**src/rtl/seq_div_signed.sv**
```systemverilog
// Iterative signed divider: restoring division on magnitudes, one quotient bit
// per clock, then a sign fix. Truncating semantics (quotient toward zero).
module seq_div_signed #(
    parameter int DW = 8,
    parameter int VW = 4
) (
    input  logic          clk,
    input  logic          rst,
    input  logic          start,
    input  logic [DW-1:0] dividend,
    input  logic [VW-1:0] divisor,
    output logic          busy,
    output logic          done,
    output logic [DW-1:0] quotient,
    output logic [VW-1:0] remainder,
    output logic          div_by_zero,
    output logic          overflow
);

    localparam int CW = $clog2(DW + 1);

    typedef enum logic [1:0] {
        IDLE = 2'd0,
        CALC = 2'd1,
        FIX  = 2'd2
    } state_t;

    state_t        state_q, state_d;
    logic [DW-1:0] qmag_q;
    logic [VW:0]   dmag_q;
    logic [VW:0]   rem_q;
    logic [CW-1:0] cnt_q;
    logic          qneg_q;
    logic          rneg_q;
    logic          zero_q;

    logic [DW-1:0] dividend_abs;
    logic [VW:0]   divisor_ext;
    logic [VW:0]   divisor_abs;
    logic [VW:0]   sr;
    logic [VW:0]   diff;
    logic          ge;
    logic [DW-1:0] q_fix;
    logic [VW:0]   r_fix;

    // -2^(DW-1) maps to 2^(DW-1), which still fits unsigned in DW bits.
    assign dividend_abs = dividend[DW-1] ? -dividend : dividend;
    assign divisor_ext  = {divisor[VW-1], divisor};
    assign divisor_abs  = divisor[VW-1] ? -divisor_ext : divisor_ext;

    // Partial remainder stays below |divisor| <= 2^(VW-1), so the shift never loses a bit.
    assign sr   = {rem_q[VW-1:0], qmag_q[DW-1]};
    assign ge   = (sr >= dmag_q);
    assign diff = sr - dmag_q;

    assign q_fix = qneg_q ? -qmag_q : qmag_q;
    assign r_fix = rneg_q ? -rem_q : rem_q;

    assign busy = (state_q != IDLE);

    always_comb begin
        state_d = state_q;
        unique case (state_q)
            IDLE: if (start) state_d = (divisor == '0) ? FIX : CALC;
            CALC: if (cnt_q == CW'(1)) state_d = FIX;
            FIX:  state_d = IDLE;
            default: state_d = IDLE;
        endcase
    end

    always_ff @(posedge clk) begin
        if (rst) begin
            state_q     <= IDLE;
            qmag_q      <= '0;
            dmag_q      <= '0;
            rem_q       <= '0;
            cnt_q       <= '0;
            qneg_q      <= 1'b0;
            rneg_q      <= 1'b0;
            zero_q      <= 1'b0;
            done        <= 1'b0;
            quotient    <= '0;
            remainder   <= '0;
            div_by_zero <= 1'b0;
            overflow    <= 1'b0;
        end else begin
            state_q <= state_d;
            done    <= 1'b0;
            unique case (state_q)
                IDLE: begin
                    if (start) begin
                        zero_q <= (divisor == '0);
                        qmag_q <= dividend_abs;
                        dmag_q <= divisor_abs;
                        qneg_q <= dividend[DW-1] ^ divisor[VW-1];
                        rneg_q <= dividend[DW-1];
                        rem_q  <= '0;
                        cnt_q  <= CW'(DW);
                    end
                end
                CALC: begin
                    rem_q  <= ge ? diff : sr;
                    qmag_q <= {qmag_q[DW-2:0], ge};
                    cnt_q  <= cnt_q - CW'(1);
                end
                FIX: begin
                    done <= 1'b1;
                    if (zero_q) begin
                        quotient    <= '0;
                        remainder   <= '0;
                        div_by_zero <= 1'b1;
                        overflow    <= 1'b0;
                    end else begin
                        quotient    <= q_fix;
                        remainder   <= VW'(r_fix);
                        div_by_zero <= 1'b0;
                        // A positive magnitude of 2^(DW-1) is the only unrepresentable quotient.
                        overflow    <= ~qneg_q & qmag_q[DW-1];
                    end
                end
                default: ;
            endcase
        end
    end

endmodule

```
**config.mk**
```make
export PLATFORM = sky130hd
export DESIGN_NAME = seq_div_signed
export DESIGN_NICKNAME = d
export VERILOG_FILES = /design/src/rtl/seq_div_signed.sv
export SDC_FILE = /design/constraint.sdc
export NUM_CORES = 1
export LEC_CHECK = 0
export CAP_MARGIN = 20
export CORE_MARGIN = 2
export CORE_UTILIZATION = 50
export CTS_CLUSTER_SIZE = 30
export DETAILED_ROUTE_END_ITERATION = 8
export GPL_TIMING_DRIVEN = 0
export PLACE_DENSITY = 0.75
export REMOVE_ABC_BUFFERS = 1
export SLEW_MARGIN = 20
export SYNTH_ARGS = -nofsm -noshare
export SYNTH_HDL_FRONTEND = slang
export SYNTH_SLANG_ARGS = --single-unit
```
**constraint.sdc**
```tcl
create_clock -name clk -period 2.5 [get_ports clk]
set_input_delay 0.5 -clock clk [delete_from_list [all_inputs] [get_ports clk]]
set_output_delay 0.5 -clock clk [all_outputs]
set_load 0.01 [all_outputs]
```
# Word-level counts from Yosys, hierarchy flattened
# Index checks and enable logic that the tools add are counted.
# classes
addsub,6
order_cmp,1
n_eq_ne,5
muxes,20
bitwise,3
reduce_logical,7
# op_table
operator,count
$mux W8,4
$mux W4,5
$neg A8 Y8,2
$pmux W4 S2,2
$pmux W8 S2,1
$mux W2,3
$reduce_and A2 Y1,3
$ge A5 B5 Y1,1
$mux W5,1
$neg A5 Y5,1
$eq A4 B1 Y1 const B,1
$logic_not A4 Y1,1
$ne A2 B2 Y1 const B,2
$neg A4 Y4,1
$pmux W2 S2,1
$reduce_bool A2 Y1,2
$sub A4 B1 Y4 const B,1
$sub A4 B4 Y4,1
$mux W1,3
$eq A2 B1 Y1 const B,1
$eq A2 B2 Y1 const B,1
$logic_not A2 Y1,1
$and A1 B1 Y1,1
$not A1 Y1,1
$xor A1 B1 Y1,1
# word_totals
register_bits,41
inputBits,15
wordCells,55

# Logic depth before layout (Yosys ltp)
# Gate-level depths: netlist of run 1.
# depth
word_depth,4
depth_mapped,7
ltp_nobuf,7

# Worst setup path after synthesis of run 1
# Ideal clock, no wire load.
# synth_path
kind,register to register
start,reg qmag_q[1]
end,reg quotient[6]
setup_time_ns,0.071
t_arrival_ns,1.707
slack_ns,0.722
path_stages_with_launch,8
n_path_buf,0
period_less_slack_ns,1.778
path_cell_list,dfxtp_1 > inv_1 > ha_1 > or3b_2 > o31ai_1 > xor2_1 > or3_1 > a21oi_1
# synth_between
elab_chain_cells,3
# synth_lines
item,line_no,rtl
start: declaration,29,logic [DW-1:0] qmag_q;
start signal: assignment,93,qmag_q <= dividend_abs;
start signal: assignment,103,"qmag_q <= {qmag_q[DW-2:0], ge};"
$neg A8 Y8,56,assign q_fix = qneg_q ? -qmag_q : qmag_q;
$mux W8,56,
$mux W8,108,if (zero_q) begin
end signal: assignment,114,quotient <= q_fix;
end: declaration,14,"output logic [DW-1:0] quotient,"
# No other way between the ends.
# A chain may end at the register's enable or synchronous reset.

# Final worst setup path of run 1
# layout_path
start,reg qmag_q[7]
end,reg rem_q[0]
# layout_between
elab_chain_cells,3
word_cells_on_any_way,4
# layout_lines
item,line_no,rtl
$sub A4 B4 Y4 / $ge A5 B5 Y1 (equally long branches),"54, 53",
$mux W4 (*),102,rem_q <= ge ? diff : sr;
$pmux W4 S2 (*),89,unique case (state_q)
end signal: assignment,102,
end: declaration,31,logic [VW:0] rem_q;
# Every way passes the cells marked *; elsewhere a longest branch is shown, timed or not.

==> results of run 1 <==
tightest hold or removal path: stages, from the launching register on:
cell     delay (ns)
dfxtp_1        0.31
nand2_1        0.05
a21oi_1        0.05
flip-flops by register name, summed over array words and instances (netlist names):
signal,count
remainder,4
zero_q,1
dmag_q,5
qneg_q,1
qmag_q,8
cnt_q,4
rneg_q,1
done,1
quotient,8
div_by_zero,1
rem_q,4
state_q,2
overflow,1
layout make-up:
cell class | instances | area (µm²)
repair buffers | 30 | 295
multi-input cells | 179 | 1160
fillers | 378 | 1540
clock buffers | 6 | 72.6
flip-flops and latches | 41 | 821
well taps | 50 | 62.6
inverters | 17 | 63.8
clock inverters | 2 | 10.0
power breakdown:
part	internal, mW	switching [mW]
Sequential	0.691	0.0427
Clock	0.194	0.228
Combinational	0.154	0.171
Total	1.04	0.443
worst min-delay path by stage:
| stage | start | end | slack (ns) |
|---|---|---|---|
| floorplan | dmag_q[4] | dmag_q[4] | 0.43 |
| global placement | quotient[6] | quotient[6] | 0.44 |
| detailed placement | quotient[6] | quotient[6] | 0.44 |
| CTS | quotient[6] | quotient[6] | 0.45 |
| global route | quotient[5] | quotient[5] | 0.49 |
| finish | quotient[6] | quotient[6] | 0.45 |
cells by family (layout without fill, tap and decap cells):
logic type      count (synthesis)  in the layout  synth area share
xor+xnor                       17             17            0.0711
buf+inv                        30             55            0.0538
flops                          41             41             0.392
mux                             6              6            0.0293
compound gates                 56             56             0.185
simple gates                   88             88             0.194
fa+ha+maj                      12             12            0.0753
placed cells by master, fill, tap and decap left out, types with 2 or more instances in the layout:
master	instances
nor3_1	7
o21ai_1	2
o21ai_0	8
clkdlybuf4s50_1	29
a21oi_1	15
clkbuf_8	5
nor4_1	3
xor2_1	7
a211oi_1	5
dfxtp_1	41
clkinv_2	2
or3_1	3
mux2i_1	5
nor2b_1	2
nor2_1	39
inv_1	17
ha_1	11
a31oi_1	2
xnor2_1	10
o31ai_1	3
nand2_1	20
nand2b_1	8
a22oi_1	6
a222oi_1	8
layer usage:
metal | global-route usage | wire (µm)
met1 | 0.253 | 2000
met2 | 0.341 | 1950
met3 | 0.0390 | 168
met4 | 0.0809 | 46
met5 | 0 | 0
metrics by stage:
step	setup TNS, ns	worst slack, ns	instance area, µm²	power (mW)	utilization
after global placement	-0.0218	-0.00824	2410	1.07	0.598
after global routing	0	0.289	2480	1.57	0.617
after detailed placement	0	0.239	2400	1.08	0.596
after floorplan	0	0.722	2040	0.971	-
final	0	0.492	2480	1.48	0.617
after CTS	0	0.477	2480	1.49	0.617
==> reports/results.tsv, run 1 <==
stage	metric	value	unit
logic_synthesis	synth_area	2090	µm²
power	power.density	596	nW/µm²
route	wl_per_cell	12.8	µm
final_layout	final_nets	301	
critical_path	r2r_slack	0.49	ns
final_layout	layout-drive-gt1-share	0.0436	
critical_path	timing.rr.start	qmag_q[7]	
clocking	cts_hold_buffers	0	
clocking	cts_resized	0	
critical_path	critPathCaptureType	flip-flop	
final_layout	area_growth	18.7	%
critical_path	r2r-end	rem_q[0]	
power	p_leak	0.950	nW
logic_synthesis	ys_seq_area_frac	0.392	
critical_path	crit_path_start_kind	flip-flop	
sta	max_freq	0.498	GHz
clocking	cts_sinks	41	
clocking	cts_max_level	2	
critical_path	crit_end	rem_q[0]	
logic_synthesis	ys_top_cells_by_count	41 x dfxtp_1, 39 x nor2_1, 20 x nand2_1	
logic_synthesis	yosysWarnings	0	
floorplan	ioPinCount	31	
critical_path	required	2.73	ns
global_route	antenna_found_initial	0	
logic_synthesis	netlist_top_cells_area	dfxtp_1 39%, nor2_1 7.0%, ha_1 6.6%	
floorplan	rows	23	
logic_synthesis	synthArstFlopShare	0	
critical_path	path_delay_family	compound AO/OA/AOI/OAI gates	
global_route	gr-total-overflow	0	
logic_synthesis	synth_enable_flop_cells	0	
critical_path	reg2reg_depth	7	
route	dr.pass1.iters	5	
clocking	postCtsSetupRepairBufs	0	
final_layout	antennaDiodeCount	0	
floorplan	core	4030	µm²
power	irDropWorstVdd	0.332	mV
clocking	root_buffer	clkbuf_8	
sta	slew_viol_final	0	
critical_path	cpPeakStageDelay	0.45	ns
sta	period_minus_slack	2.01	ns
logic_synthesis	synth-seq-cells	41	
clocking	cts_tree	done	
critical_path	worstPathCellList	inv_1 -> ha_1 -> nand2b_1 -> a31oi_1 -> o21ai_1 -> mux2_2 -> o21ai_1	
logic_synthesis	synth.most_common_cell	dfxtp_1	
logic_synthesis	syn_area_per_cell	8.37	µm²
clocking	cts.reportedPaths.clkPinSlew	0.08	ns
clocking	cts_buffer_depth	2	
final_layout	final_cell_count_no_fill	325	
sta	final-hold-violation-count	0	
sta	whs	0.451	ns
run_status	status	finished clean	
logic_synthesis	synth_area_leader_cell	dfxtp_1	
floorplan	die_area	4720	µm²
global_route	grt_max_degree	40	
route	drc	0	
critical_path	cp_slowest_cell	o21ai_1	
floorplan	dieHeight	68.7	µm
clocking	clock_latency	0.30	ns
floorplan	die_x	68.7	µm
worst_hold_path	hold_depth	2	
critical_path	cp_common_cell	o21ai_1	
route	ant_nets	0	
critical_path	cp-startpoint	qmag_q[7]	
placement	place_hpwl	2960	µm
worst_hold_path	hp-class	reg2reg	
logic_synthesis	synth_top_area_share	0.392	
sta	period_share	0.803	
sta	skew	0.00524	ns
critical_path	arrival	2.24	ns
sta	worst_pin_slew	0.864	ns
critical_path	worst-path-stages	7	
critical_path	crit_fanout	5	
flow_run	max_cap_violations	0	
critical_path	path_buf_inv	1	
route	viasPerCell	5.46	
floorplan	start_util	0.520	
clocking	cts_inserted_buffers	5	
route	routed-via-count	1774	
sta	rsz0062_at_grt	no	
logic_synthesis	ys.flop_type	dfxtp_1	
global_route	grt_pass1_wl	7070	µm
placement	place.gp.congestion	0.794	
sta	setup_violations	0	
sta	relSlewSlack	0.423	
global_route	grt_pass1_vias	1571	
route	wl	4160	µm
logic_synthesis	synthDistinctLibCells	38	
global_route	track_usage	0.202	
placement	portBuffers	30	
route	drtIter0Drc	117	
placement	dp.cells	317	
critical_path	critPathKind	reg2reg	
logic_synthesis	syn-instance-count	250	
(Power assumes the default switching activity.)
==> run 2, diff against run 1 <==
--- a/config.mk
+++ b/config.mk
@@ -7,7 +7,7 @@
 export LEC_CHECK = 0
 export CAP_MARGIN = 20
 export CORE_MARGIN = 2
-export CORE_UTILIZATION = 50
+export CORE_UTILIZATION = 48
 export CTS_CLUSTER_SIZE = 30
 export DETAILED_ROUTE_END_ITERATION = 8
 export GPL_TIMING_DRIVEN = 0
==> constraint.sdc (replaced) <==
create_clock -name clk -period 1.8 [get_ports clk]
set_input_delay 0.36 -clock clk [delete_from_list [all_inputs] [get_ports clk]]
set_output_delay 0.36 -clock clk [all_outputs]
set_load 0.01 [all_outputs]
==> reports/results.tsv, run 2 (synthesis gave the netlist of run 1 again) <==
stage	metric	value	unit	change
placement	place.gp.congestion	0.824		was 0.794
worst_hold_path	holdPathEnd	quotient[7]		was quotient[6]
final_layout	most-common-layout-cells	39 x nor2_1, 35 x dfxtp_1, 28 x clkdlybuf4s50_1		was 41 x dfxtp_1, 39 x nor2_1, 29 x clkdlybuf4s50_1
clocking	cts_buffer_depth	2		unchanged
critical_path	r2r_slack	0.05	ns	was 0.49 ns
worst_hold_path	hp-class	reg2reg		unchanged
global_route	grt_pass1_wl	7790	µm	was 7070 µm
critical_path	r2r-end	quotient[7]		was rem_q[0]
critical_path	critPathKind	reg2reg		unchanged
final_layout	final_common_cell	nor2_1		was dfxtp_1
critical_path	crit_fanout	5		unchanged
route	viasPerCell	5.48		was 5.46
route	drtIter0Drc	144		was 117
critical_path	reg2reg_depth	5		was 7
clocking	cts_inserted_buffers	5		unchanged
sta	worst_pin_slew	0.709	ns	was 0.864 ns
placement	place_hpwl	3020	µm	was 2960 µm
power	p_sw	0.649	mW	was 0.443 mW
floorplan	die_x	70.0	µm	was 68.7 µm
sta	max_freq	0.570	GHz	was 0.498 GHz
final_layout	top_regs	qmag_q (8), quotient (8), dmag_q (5)		unchanged
global_route	grt_max_degree	40		unchanged
clocking	cts_sinks	41		unchanged
final_layout	final_nets	302		was 301
critical_path	timing.rr.start	qmag_q[0]		was qmag_q[7]
floorplan	dieHeight	70.0	µm	was 68.7 µm
clocking	cts_tree	done		unchanged
sta	relSlewSlack	0.527		was 0.423
sta	rsz0062_at_grt	yes		was no
clocking	clock_latency	0.29	ns	was 0.30 ns
global_route	antenna_found_initial	0		unchanged
placement	portBuffers	30		unchanged
final_layout	area_growth	24.2	%	was 18.7%
route	ant_nets	0		unchanged
floorplan	rows	24		was 23
worst_hold_path	hold_depth	2		unchanged
final_layout	antennaDiodeCount	0		unchanged
sta	period_share	0.975		was 0.803
critical_path	required	2.02	ns	was 2.73 ns
power	power.density	831	nW/µm²	was 596 nW/µm²
worst_hold_path	worstHoldStart	quotient[7]		was quotient[6]
power	clkPwrFrac	0.285		about the same
critical_path	critPathCaptureType	flip-flop		unchanged
power	irDropWorstVdd	0.427	mV	was 0.332 mV
clocking	cts_hold_buffers	0		unchanged
power	p_comb_frac	0.237		was 0.220
global_route	grt_pass1_vias	1714		was 1571
floorplan	ioPinCount	31		unchanged
route	wl_per_cell	13.6	µm	was 12.8 µm
global_route	track_usage	0.195		was 0.202
run_status	status	finished clean		unchanged
power	pwr-share-seq	0.478		was 0.495
sta	period_minus_slack	1.75	ns	was 2.01 ns
route	wl	4440	µm	was 4160 µm
placement	dp.cells	319		was 317
clocking	cts.reportedPaths.clkPinSlew	0.08	ns	about the same
critical_path	crit_path_start_kind	flip-flop		unchanged
sta	skew	0.00609	ns	was 0.00524 ns
sta	final-hold-violation-count	0		unchanged
flow_run	max_cap_violations	0		unchanged
floorplan	start_util	0.491		was 0.520
sta	setup_ws	0.0450	ns	was 0.492 ns
final_layout	layout-drive-gt1-share	0.113		was 0.0436
global_route	gr-total-overflow	0		unchanged
clocking	cts_max_level	2		unchanged
power	p_sw_frac	0.300		was 0.299
critical_path	arrival	1.98	ns	was 2.24 ns
route	routed-via-count	1793		was 1774
floorplan	core	4260	µm²	was 4030 µm²
final_layout	final_cell_count_no_fill	327		was 325
power	finalPower	2.16	mW	was 1.48 mW
route	drc	0		unchanged
clocking	root_buffer	clkbuf_8		unchanged
sta	setup_violations	0		unchanged
route	dr.pass1.iters	5		unchanged
placement	dpl_worst_slack	-0.313	ns	was 0.239 ns
power	p_leak	0.981	nW	was 0.950 nW
floorplan	die_area	4900	µm²	was 4720 µm²
power	internal_power	1.51	mW	was 1.04 mW
sta	slew_viol_final	0		unchanged
[run 2: layer usage]
metal	up-vias	GRT usage	wire length, µm
li1	914	-	-
met1	827	0.259	2090
met2	48	0.320	2090
met3	4	0.0505	232
met4	0	0.0427	29
met5	-	0	0
[run 2: metrics by stage]
step,utilization,TNS (ns),hold WS [ns],instance area (µm²)
2_1_floorplan,-,0,0.428,2040
3_3_place_gp,0.565,-12.19,0.437,2410
3_5_place_dp,0.564,-2.99,0.446,2400
4_1_cts,0.593,0,0.457,2530
5_1_grt,0.610,-0.0291,0.485,2600
6_report,0.610,0,0.459,2600
[run 2: area by class of cell]
type                       instances  area (µm²)
inverter                          17        63.8
tap                               52        65.1
sequential                        41         833
fill                             387        1660
clock inverter                     1        7.51
multi-input combinational        179        1240
timing repair buffer              31         305
clock buffer                       6        82.6
[run 2: how the worst max path moves through the flow]
| stage | slack [ns] | from | cells after the start | endpoint |
|---|---|---|---|---|
| 6_report | 0.05 | qmag_q[0] | 5 | quotient[7] |
| 5_1_grt | -0.02 | qmag_q[0] | 5 | quotient[7] |
| 4_1_cts | 0.0008 | qmag_q[1] | 7 | quotient[6] |
| 3_5_place_dp | -0.31 | dividend[2] | 6 | qmag_q[6] |
| 3_3_place_gp | -0.58 | rst | 4 | rem_q[2] |
| 2_1_floorplan | 0.02 | qmag_q[1] | 7 | quotient[6] |
[run 2: timing repair]
| action | in CTS | in global routing |
|---|---|---|
| pin swaps | 3 | 5 |
| buffers inserted | 1 | 0 |
| endpoints found under the setup margin | 11 | 14 |
| cloned | 0 | 0 |
| gates resized for setup | 8 | 21 |
[run 2: critical path: stages (launching register included)]
cell,delay (ns)
dfxtp_4,0.37
or4_4,0.57
o41ai_4,0.23
xnor2_1,0.08
or3_1,0.31
a21oi_1,0.14
[run 2: power groups by stage]
stage	Sequential, mW	Combinational (mW)	Clock [mW]
finish	1.03	0.512	0.616
global route	1.05	0.575	0.673
CTS	1.03	0.486	0.634
detailed placement	1.04	0.456	0
global placement	1.04	0.444	0
floorplan	1.03	0.321	0
==> run 3, diff against run 2 <==
--- a/config.mk
+++ b/config.mk
@@ -5,9 +5,10 @@
 export SDC_FILE = /design/constraint.sdc
 export NUM_CORES = 1
 export LEC_CHECK = 0
+export ABC_AREA = 1
 export CAP_MARGIN = 20
 export CORE_MARGIN = 2
-export CORE_UTILIZATION = 48
+export CORE_UTILIZATION = 49
 export CTS_CLUSTER_SIZE = 30
 export DETAILED_ROUTE_END_ITERATION = 8
 export GPL_TIMING_DRIVEN = 0
==> reports/results.tsv, run 3 <==
stage	metric	value	unit	change
run_status	status	finished clean		unchanged
worst_hold_path	hp-class	reg2reg		unchanged
final_layout	antennaDiodeCount	0		unchanged
global_route	grt_pass1_wl	8410	µm	was 7790 µm
power	p_leak	1.12	nW	was 0.981 nW
final_layout	final_common_cell	nand2_1		was nor2_1
clocking	clock_latency	0.31	ns	was 0.29 ns
logic_synthesis	yosysWarnings	0		unchanged
clocking	cts_sinks	41		unchanged
logic_synthesis	synth_enable_flop_cells	0		unchanged
floorplan	core	4380	µm²	was 4260 µm²
global_route	grt_pass1_vias	1833		was 1714
floorplan	ioPinCount	31		unchanged
global_route	track_usage	0.209		was 0.195
placement	dp.cells	389		was 319
floorplan	rows	24		unchanged
logic_synthesis	synth-seq-cells	41		unchanged
logic_synthesis	syn-instance-count	318		was 250
sta	max_freq	0.575	GHz	was 0.570 GHz
critical_path	required	1.44	ns	was 2.02 ns
route	drc	0		unchanged
clocking	cts_buffer_depth	2		unchanged
power	power.density	966	nW/µm²	was 831 nW/µm²
sta	slew_viol_final	0		unchanged
clocking	cts_tree	done		unchanged
global_route	use_met3	0.0436		was 0.0505
sta	worst_pin_slew	0.637	ns	was 0.709 ns
logic_synthesis	synth.most_common_cell	nand2_1		was dfxtp_1
floorplan	die_area	5160	µm²	was 4900 µm²
clocking	cts_max_level	2		unchanged
final_layout	final_cell_count_no_fill	401		was 327
sta	relSlewSlack	0.575		was 0.527
global_route	antenna_found_initial	0		unchanged
logic_synthesis	ys.flop_type	dfxtp_1		unchanged
logic_synthesis	synth_area	2260	µm²	was 2090 µm²
final_layout	top_regs	qmag_q (8), quotient (8), dmag_q (5)		unchanged
logic_synthesis	synthArstFlopShare	0		unchanged
critical_path	critPathCaptureType	output pin		was flip-flop
sta	skew	0.00595	ns	was 0.00609 ns
critical_path	crit_fanout	3		was 5
critical_path	worstPathCellList	inv_2 -> nand2_1 -> clkdlybuf4s50_1		was or4_4 -> o41ai_4 -> xnor2_1 -> or3_1 -> a21oi_1
final_layout	layout-drive-gt1-share	0.0831		was 0.113
sta	whs	0.452	ns	was 0.459 ns
critical_path	arrival	1.38	ns	was 1.98 ns
placement	place.gp.congestion	0.853		was 0.824
logic_synthesis	syn_area_per_cell	7.09	µm²	was 8.37 µm²
logic_synthesis	synth_area_leader_cell	dfxtp_1		unchanged
route	dr.pass1.iters	4		was 5
route	wl_per_cell	12.1	µm	was 13.6 µm
logic_synthesis	ys_seq_area_frac	0.364		was 0.392
logic_synthesis	synthDistinctLibCells	35		was 38
sta	final-hold-violation-count	0		unchanged
final_layout	most-common-layout-cells	70 x nand2_1, 41 x dfxtp_1, 40 x inv_1		was 39 x nor2_1, 35 x dfxtp_1, 28 x clkdlybuf4s50_1
sta	rsz0062_at_grt	no		was yes
logic_synthesis	ys_top_cells_by_count	70 x nand2_1, 41 x dfxtp_1, 40 x inv_1		was 41 x dfxtp_1, 39 x nor2_1, 20 x nand2_1
clocking	root_buffer	clkbuf_8		unchanged
sta	setup_violations	0		unchanged
final_layout	final_nets	375		was 302
route	routed-via-count	2109		was 1793
route	ant_nets	0		unchanged
floorplan	die_x	71.9	µm	was 70.0 µm
logic_synthesis	synth_top_area_share	0.364		was 0.392
logic_synthesis	netlist_top_cells_area	dfxtp_1 36%, nand2_1 12%, a21oi_1 7.1%		was dfxtp_1 39%, nor2_1 7.0%, ha_1 6.6%
sta	period_share	0.966		was 0.975
clocking	cts_hold_buffers	0		unchanged
final_layout	area_growth	21.7	%	was 24.2%
floorplan	dieHeight	71.9	µm	was 70.0 µm
final_layout	utilization	0.626		was 0.610
clocking	cts.reportedPaths.clkPinSlew	0.08	ns	about the same
clocking	cts_inserted_buffers	5		unchanged
placement	portBuffers	30		unchanged
power	irDropWorstVdd	0.622	mV	was 0.427 mV
floorplan	start_util	0.515		was 0.491
route	wl	4870	µm	was 4440 µm
global_route	use_met1	0.277		was 0.259
sta	period_minus_slack	1.74	ns	was 1.75 ns
placement	place_hpwl	3500	µm	was 3020 µm
critical_path	crit_path_start_kind	flip-flop		unchanged
critical_path	critPathKind	reg2out		was reg2reg
flow_run	max_cap_violations	0		unchanged
critical_path	cpPeakStageDelay	0.53	ns	was 0.57 ns
global_route	grt_max_degree	34		was 40
global_route	met2_usage	0.336		was 0.320
global_route	gr-total-overflow	0		unchanged
route	viasPerCell	5.26		was 5.48
global_route	grt-busiest-layer	met2		unchanged
route	drtIter0Drc	119		was 144
final_layout	num-fill-cells	401		was 387
critical_path	cp_slowest_cell	clkdlybuf4s50_1		was or4_4
## run 3: cell families (layout without fill, tap and decap cells)
| logic type | count (synthesis) | in the layout | synth area share |
|---|---|---|---|
| DFF | 41 | 41 | 0.364 |
| buffers and inverters | 56 | 87 | 0.0987 |
| xor gates and xnor gates | 3 | 3 | 0.0116 |
| and+or+nand+nor | 139 | 139 | 0.280 |
| AOI/OAI and AO/OA | 67 | 67 | 0.176 |
| adders and majority gates | 12 | 12 | 0.0699 |
## run 3: final cells by class
class                      instances  area (µm²)  share of cell area
multi-input combinational        221        1220               0.446
timing repair buffer              34         338               0.123
clock buffer                       6        82.6              0.0301
clock inverter                     2        37.5              0.0137
tap                               52        65.1              0.0237
inverter                          45         176              0.0643
sequential                        41         821               0.299
## run 3: path summary, 6_finish.rpt
path | depth (start not counted) | start | slack, ns | endpoint
worst max-delay path | 3 | state_q[0] | 0.06 | busy
worst min-delay path | 2 | dmag_q[4] | 0.45 | dmag_q[4]
worst max register to register | 8 | qmag_q[7] | 0.16 | rem_q[1]
worst min register to register | 2 | dmag_q[4] | 0.45 | dmag_q[4]
## run 3: routing by layer
layer / up-vias / part of all wire / wire (µm)
li1: 1109 / - / -
met1: 947 / 0.46 / 2240
met2: 48 / 0.48 / 2330
met3: 5 / 0.046 / 226
met4: 0 / 0.014 / 70
met5: - / 0 / 0
## run 3: what timing repair did
action	in CTS	in global routing
gates resized for setup	0	5
setup buffers	0	4
endpoints found under the setup margin	0	8
## run 3: critical path: cells and delay by family, from the launching register on
| family | cells | cell delay [ns] |
|---|---|---|
| simple gates | 1 | 0.07 |
| flops | 1 | 0.39 |
| buf+inv | 2 | 0.62 |
## run 3: where the power goes
| part | switching [mW] | total [mW] | internal [mW] | leakage, nW |
|---|---|---|---|---|
| clock | 0.349 | 0.800 | 0.451 | 0.0574 |
| sequential | 0.0696 | 1.05 | 0.979 | 0.335 |
| combinational | 0.481 | 0.804 | 0.323 | 0.732 |
| total | 0.899 | 2.65 | 1.75 | 1.12 |
## run 3: stage by stage
stage               worst slack (ns)  cell area [µm²]  setup TNS, ns  power [mW]
finish                        0.0614             2750              0        2.65
global route                  0.0167             2750              0        2.81
CTS                           0.0207             2690              0        2.61
detailed placement            -0.299             2560          -2.07        1.82
global placement              -0.717             2570         -11.66        1.81
floorplan                      0.346             2200              0        1.62
